$ cat src/rtl/muldiv_issue_ctrl.sv
// rtl/muldiv_issue_ctrl.sv - HI/LO multiply-divide issue strobes, latency tracking and D-stage stall; optional lockstep check via MULDIV_CHECK_EN
module muldiv_issue_ctrl #(
    parameter int MUL_LAT = 5,
    parameter int DIV_LAT = 10
) (
    input  logic       clk,
    input  logic       reset,
    input  logic       D_UseHILO,
    input  logic [2:0] E_MulOp,
    input  logic [1:0] E_MTHILO,
    input  logic       E_flush,
    input  logic       busy,
    output logic [2:0] MulOp_out,
    output logic [1:0] MTHILO_out,
    output logic       Stall,
    output logic       InFlight,
    output logic       CheckErr
);

    if (MUL_LAT < 1 || MUL_LAT > 15 || DIV_LAT < 1 || DIV_LAT > 15) begin : g_bad_lat
        $error("muldiv_issue_ctrl: MUL_LAT/DIV_LAT must be in 1..15");
    end

    localparam logic [3:0] MUL_REM = 4'(MUL_LAT);
    localparam logic [3:0] DIV_REM = 4'(DIV_LAT);

    typedef enum logic {
        IDLE = 1'b0,
        RUN  = 1'b1
    } state_t;

    state_t     state_q, state_d;
    logic [3:0] rem_q, rem_d;
    logic       rem_zero;
    logic       issue_op;
    logic       issue_mv;

    // Qualifying with reset keeps the issue strobes and Stall idle while reset is held.
    assign rem_zero = (rem_q == 4'd0);
    assign issue_op = reset & ~E_flush & ~E_MulOp[2]  & rem_zero;
    assign issue_mv = reset & ~E_flush & ~E_MTHILO[1] & rem_zero;

    assign MulOp_out  = issue_op ? E_MulOp  : 3'b111;
    assign MTHILO_out = issue_mv ? E_MTHILO : 2'b11;
    assign Stall      = D_UseHILO & (issue_op | ~rem_zero);
    assign InFlight   = ~rem_zero;

    always_ff @(posedge clk or negedge reset) begin
        if (!reset) begin
            state_q <= IDLE;
            rem_q   <= 4'd0;
        end else begin
            state_q <= state_d;
            rem_q   <= rem_d;
        end
    end

    // Ops reaching E while RUN are dropped: rem only reloads from IDLE.
    always_comb begin
        state_d = state_q;
        rem_d   = rem_q;
        case (state_q)
            IDLE: begin
                if (issue_op) begin
                    state_d = RUN;
                    rem_d   = E_MulOp[1] ? DIV_REM : MUL_REM;
                end
            end
            RUN: begin
                if (!rem_zero) begin
                    rem_d = rem_q - 4'd1;
                end
                if (rem_q <= 4'd1) begin
                    state_d = IDLE;
                end
            end
            default: begin
                state_d = IDLE;
                rem_d   = 4'd0;
            end
        endcase
    end

`ifdef MULDIV_CHECK_EN
    logic check_err_q;

    always_ff @(posedge clk or negedge reset) begin
        if (!reset) begin
            check_err_q <= 1'b0;
        end else if (busy != InFlight) begin
            check_err_q <= 1'b1;
`ifndef SYNTHESIS
            $display("muldiv_issue_ctrl: busy=%0b InFlight=%0b disagree at %0t", busy, InFlight, $time);
`endif
        end
    end

    assign CheckErr = check_err_q;
`else
    logic unused_busy;
    assign unused_busy = busy;
    assign CheckErr    = 1'b0;
`endif

endmodule

$ cat config.mk
export PLATFORM = sky130hd
export DESIGN_NAME = muldiv_issue_ctrl
export DESIGN_NICKNAME = d
export VERILOG_FILES = /design/src/rtl/muldiv_issue_ctrl.sv
export SDC_FILE = /design/constraint.sdc
export NUM_CORES = 1
export LEC_CHECK = 0
export ABC_AREA = 1
export CAP_MARGIN = 20
export CORE_AREA = 5 5 42 44
export CTS_CLUSTER_DIAMETER = 150
export DETAILED_ROUTE_END_ITERATION = 10
export DIE_AREA = 0 0 47 49
export GPL_ROUTABILITY_DRIVEN = 0
export PLACE_DENSITY = 0.72
export SLEW_MARGIN = 20
export SYNTH_ARGS = -nofsm -noshare
export SYNTH_HDL_FRONTEND = slang
export SYNTH_SLANG_ARGS = --single-unit
$ cat constraint.sdc
create_clock -name clk -period 1.49 [get_ports clk]
set_input_delay 0.298 -clock clk [delete_from_list [all_inputs] [get_ports clk]]
set_output_delay 0.298 -clock clk [all_outputs]
set_load 0.02 [all_outputs]
==> impl_results.md, run 1 <==
* Post-Route Skew at 1.95 ps
* Vias per cell at 4.35
* WP data required at 1190 ps
* Clock Sink Count at 5
* Post-synth cell types at 16
* Sequential fraction of the synthesis area at 30.7%
* Final setup viols at 7
* CP Class: reg -> out
* Post-DRT Antenna Nets at 0
* Effective utilization at floorplan at 29.1%
* Share of cells above drive strength 1 at 49.5%
* Drt first pass iters at 4
* Number of global-route vias before repair at 470
* H-tree levels at 1
* Vias at 509
* Post-DP HPWL at 944 um
* Area occupied by multi-input gates at 309 um2
* Leak at 0.434 nW
* Port bufs at 15
* Mapped Nets at 73
* Failing checks: negative setup slack
* Largest net degree at the start of global routing at 7
* Total die area at 0.00230 mm2
* PwrDens at 1750 mW/mm2
* Die Y at 49 um
* Status: finished with violations
* WL/cell at 10.9 um
* Core footprint at 0.00140 mm2
* Most frequent cells in the layout: buf_4 (18), nand2_1 (15), buf_6 (11)
* Commonest non-fill, non-tap cell in the layout: buf_4
* Final WL at 1.28 mm
* Final Cell Area at 860 um2
* Initial DRC Count at 4
* Min Tclk post-route at 1760 ps
* GRT Util Overall at 11.7%
* Layout Nets at 114
* CTS tree: done
* Register area at 125 um2
* Initial antenna violation count at 0
* Layout area overhead at 111%
* Post-Place Cell Area at 707 um2
* CTS buffer count at 3
* Ports at 18
* Clock Tree Buf Depth at 2
* Hold Slack at 163 ps
* RSZ-0062 raised after global routing: true
* # diodes at 0
* CTS clk-pin slew, worst paths at 40 ps
* Root buffer cell: clkbuf_4
* Critical path startpoint category: flop
* Critical Path Fanout Max at 4
* Crit share post-route at 118%
* Yosys reg bits at 5
* Final hold vios at 0
* Netlist Area Pre-Place at 408 um2
* Die Width at 47 um
* Crit path DAT at 1460 ps
* GRT overflow at 0
* First-pass GRT wire length at 1.90 mm
* Reported max-cap violation count at 0
* Syn Inst Count at 61
* # rows at 14
* Residual DRC at 0
* Mean post-synth cell area at 6.69 um2
* Fill count at 130
* Max Fclk at 568 MHz
* CP endpoint kind: output pin
* Peak supply drop at 1.06 mV
* Ys Warns at 0
* Hold Path Class: in -> async
* Pins Over Slew Limit at 0
* Post-route setup slack at -272 ps
* Worst skew pair latency at 230 ps
worst max-delay path: stages, from the launching register on:
cell     delay [ps]
dfrtp_1         390
inv_2            80
ha_4            170
nand2_8          70
nor2_4          100
nand3_4          70
or2_4           230
buf_6           130
sequential cells by signal, indices dropped and copies added (netlist names):
signal / cells
rem_q: 4
state_q: 1
report_power, final:
group	switching, mW	internal [mW]	total [mW]
clock network	0.0482	0.101	0.149
registers	0.0599	0.199	0.259
logic	0.516	0.580	1.10
total	0.624	0.880	1.50
timing repair:
item	4_1_cts	5_1_grt
hold buffers	0	0
pin swaps	9	3
setup endpoints to repair	7	8
resized for setup	49	11
setup buffers	6	6
path summary, 6_finish.rpt:
| path | cells after the start | startpoint | slack [ps] | to |
|---|---|---|---|---|
| worst max-delay path | 7 | rem_q[1] | -270 | MTHILO_out[0] |
| worst min-delay path | 2 | reset | 160 | rem_q[2] |
| worst max register to register | 10 | rem_q[0] | 150 | rem_q[3] |
| worst min register to register | 3 | rem_q[1] | 660 | rem_q[1] |
| max in group asynchronous | 2 | reset | 1210 | state_q |
| min in group clk | 3 | rem_q[1] | 660 | rem_q[1] |
synthesized netlist by cell type, drive strengths merged:
cell	number	share of area [%]
nor2	8	10
ha	2	6.1
conb	1	0.92
dfrtp	5	31
o21ai	4	4.9
buf	1	1.8
nand2	19	19
or2	3	4.6
nand3b	1	1.8
a31oi	1	1.5
nand3	6	8.6
inv	10	9.2
layer usage:
layer | GRT usage, % | vias to the layer above | part of all wire (%)
met3 | 6.64 | 4 | 12
met4 | 4.15 | 0 | 2.3
met1 | 13.8 | 219 | 39
met2 | 17.4 | 20 | 47
met5 | 0 | - | 0
li1 | - | 266 | -
stage by stage:
step	power, mW	setup WS [ps]	util, %	setup TNS [ps]	instances
global route	1.64	-348	61.3	-2050	117
detailed placement	1.10	-686	50.4	-3840	103
global placement	1.08	-651	50.4	-3640	103
CTS	1.38	-317	56.5	-1470	113
floorplan	0.740	-41.9	-	-41.9	61
finish	1.50	-272	61.3	-1540	117
cells by family (layout without fill, tap and decap cells):
family | after synthesis | after routing | synth area share (%)
fa+ha+maj | 2 | 2 | 6.13
other cells | 1 | 1 | 0.919
flops | 5 | 5 | 30.7
compound gates | 5 | 5 | 6.44
buf+inv | 11 | 51 | 11.0
simple gates | 37 | 37 | 44.8
final cells by class:
class	count	area share [%]
Tap cell	16	2.33
Timing Repair Buffer	37	39.4
Multi-Input combinational cell	45	36.0
Clock buffer	4	3.06
Inverter	10	4.66
Sequential cell	5	14.6
Power figures use the tool's default switching activity.
==> inputs of run 2 (changes only) <==
--- a/config.mk
+++ b/config.mk
@@ -7,10 +7,10 @@
 export LEC_CHECK = 0
 export ABC_AREA = 1
 export CAP_MARGIN = 20
-export CORE_AREA = 5 5 42 44
+export CORE_AREA = 2 2 39 41
 export CTS_CLUSTER_DIAMETER = 150
 export DETAILED_ROUTE_END_ITERATION = 10
-export DIE_AREA = 0 0 47 49
+export DIE_AREA = 0 0 41 43
 export GPL_ROUTABILITY_DRIVEN = 0
 export PLACE_DENSITY = 0.72
 export SLEW_MARGIN = 20
==> run 2 against run 1 <==
Final area fell by 10%. Final cell count shrank 6.0%. Register-to-register slack gained 20 ps. Global-route usage increased by 3.5 points. Total power shrank 10%. The run still ends with negative setup slack left. Via count is 3.7% lower. Utilization fell by 5.5 points. Die area down 23%. Flip-flop and latch count is the same. Worst setup slack lost 8.6 ps. Maximum frequency down 0.49%. Sequential power increased by 2%.
==> impl_results.md, run 2 (synthesized netlist as in run 1, its figures left out) <==
* Min Tclk post-route at 1770 ps (was 1760 ps)
* CP Class: reg -> out (unchanged)
* Ports at 18 (unchanged)
* Number of global-route vias before repair at 453 (was 470)
* Die Width at 41 um (was 47 um)
* Die Y at 43 um (was 49 um)
* Cell Count, Final, Fillers Out at 110 (was 117)
* Hold Path Class: in -> async (unchanged)
* Residual DRC at 0 (unchanged)
* Sum Neg Setup Slack at -1140 ps (was -1540 ps)
* CTS clk-pin slew, worst paths at 40 ps (about the same)
* Final hold vios at 0 (unchanged)
* Vias at 490 (was 509)
* CP endpoint kind: output pin (unchanged)
* Post-Place Worst Slack at -697 ps (was -686 ps)
* # diodes at 0 (unchanged)
* Crit-path leading delay family: simple AND/OR/NAND/NOR gates (unchanged)
* Total die area at 0.00176 mm2 (was 0.00230 mm2)
* CTS tree: done (unchanged)
* Status: finished with violations (unchanged)
* RSZ-0062 raised after global routing: true (unchanged)
* Post-route setup slack at -281 ps (was -272 ps)
* Effective utilization at floorplan at 29.5% (was 29.1%)
* Root buffer cell: clkbuf_4 (unchanged)
* CTS buffer count at 3 (unchanged)
* Cells along the critical path: inv_2, ha_4, nand2_8, nor2_4, nand3_4, or2_4, buf_6 (unchanged)
* # rows at 14 (unchanged)
* Most frequent cells in the layout: nand2_1 (16), buf_4 (16), inv_1 (6) (was buf_4 (18), nand2_1 (15), buf_6 (11))
* Clock Sink Count at 5 (unchanged)
* WL/cell at 10.2 um (was 10.9 um)
* Core footprint at 0.00138 mm2 (was 0.00140 mm2)
* PwrDens at 1740 mW/mm2 (was 1750 mW/mm2)
* Layout Nets at 107 (was 114)
* Largest register FFs at 4 (unchanged)
* Critical Path Fanout Max at 4 (unchanged)
* Vias per cell at 4.45 (was 4.35)
* Crit path DAT at 1470 ps (was 1460 ps)
* Area occupied by multi-input gates at 297 um2 (was 309 um2)
* Hold Slack at 140 ps (was 163 ps)
* Worst skew pair latency at 240 ps (was 230 ps)
* Failing checks: negative setup slack (unchanged)
* Largest net degree at the start of global routing at 7 (unchanged)
* Reported max-cap violation count at 0 (unchanged)
* Reg2reg path depth at 8 (was 10)
* Inst Count DP at 102 (was 103)
* Post-Route Skew at 2.48 ps (was 1.95 ps)
* Leak at 0.396 nW (was 0.434 nW)
* Initial DRC Count at 14 (was 4)
* First-pass GRT wire length at 1.77 mm (was 1.90 mm)
* Max Fclk at 565 MHz (was 568 MHz)
* Tot Pwr at 1.35 mW (was 1.50 mW)
* GRT overflow at 0 (unchanged)
* GRT Util Overall at 15.2% (was 11.7%)
* Drt first pass iters at 4 (unchanged)
* Fill count at 133 (was 130)
* Critical path startpoint category: flop (unchanged)
* Port bufs at 15 (unchanged)
* Clock Tree Buf Depth at 2 (unchanged)
* Final WL at 1.12 mm (was 1.28 mm)
* Post-DP HPWL at 806 um (was 944 um)
* Post-DRT Antenna Nets at 0 (unchanged)
* Pins Over Slew Limit at 0 (unchanged)
* H-tree levels at 1 (unchanged)
* Final setup viols at 7 (unchanged)
* Hold buffers post-CTS at 0 (unchanged)
* WP data required at 1190 ps (about the same)
* Peak supply drop at 0.761 mV (was 1.06 mV)
* WP buf/inv at 2 (unchanged)
* WP depth at 7 (unchanged)
* Largest register by flop count: rem_q (unchanged)
* Share of cells above drive strength 1 at 43.6% (was 49.5%)
* Initial antenna violation count at 0 (unchanged)
* Crit share post-route at 119% (was 118%)
* Biggest regs: rem_q (4), state_q (1) (unchanged)
* Register area at 125 um2 (unchanged)
* Highest-delay cell along the critical path: dfrtp_1 (unchanged)
* Layout area overhead at 89.6% (was 111%)
* Max stage delay on crit path at 390 ps (about the same)
run 2: cell count changes in the layout (fill, tap and decap cells not counted):
cell,delta
nand2_1,+1
o21ai_0,+1
inv_1,+1
nand2_4,-2
nand2_2,+1
buf_6,-6
dlymetal6s2s_1,+1
buf_4,-2
dlygate4sd2_1,-1
inv_2,-1
buf_2,+1
o21ai_1,-1
run 2: area by class of cell:
class                      count  area share (%)
clock buffer                   4            3.40
timing repair buffer          30            34.3
inverter                      10            5.18
sequential                     5            16.2
multi-input combinational     45            38.3
tap                           16            2.59
run 2: stage by stage:
step	utilization, %	instance area, um2
floorplan	-	454
global placement	50.5	699
detailed placement	50.5	699
CTS	54.3	752
global route	55.9	773
finish	55.9	773
run 2: metal layers:
metal	up-vias	wire [um]	global-route usage (%)
met2	17	585	24.7
li1	251	-	-
met1	222	449	17.5
met4	0	0	4.00
met5	-	0	0
met3	0	82	6.28
run 2: final timing paths:
| kind | to | start | slack [ps] |
|---|---|---|---|
| setup / recovery | MTHILO_out[0] | rem_q[1] | -280 |
| hold / removal | state_q | reset | 140 |
| setup reg to reg | rem_q[0] | rem_q[1] | 170 |
| hold reg to reg | rem_q[1] | rem_q[1] | 660 |
| max in group asynchronous | rem_q[1] | reset | 1230 |
| min in group clk | rem_q[1] | rem_q[1] | 660 |
run 2: report_power, final:
part	switching, mW	total (mW)	internal, mW
Clock	0.0526	0.154	0.101
Sequential	0.0641	0.263	0.199
Combinational	0.473	0.931	0.458
run 2: what timing repair did:
action                                  4_1_cts  5_1_grt
buffers inserted                              3        1
gates cloned                                  0        0
pin swaps                                     7        4
gates resized for setup                      40        8
endpoints found under the setup margin        7        7
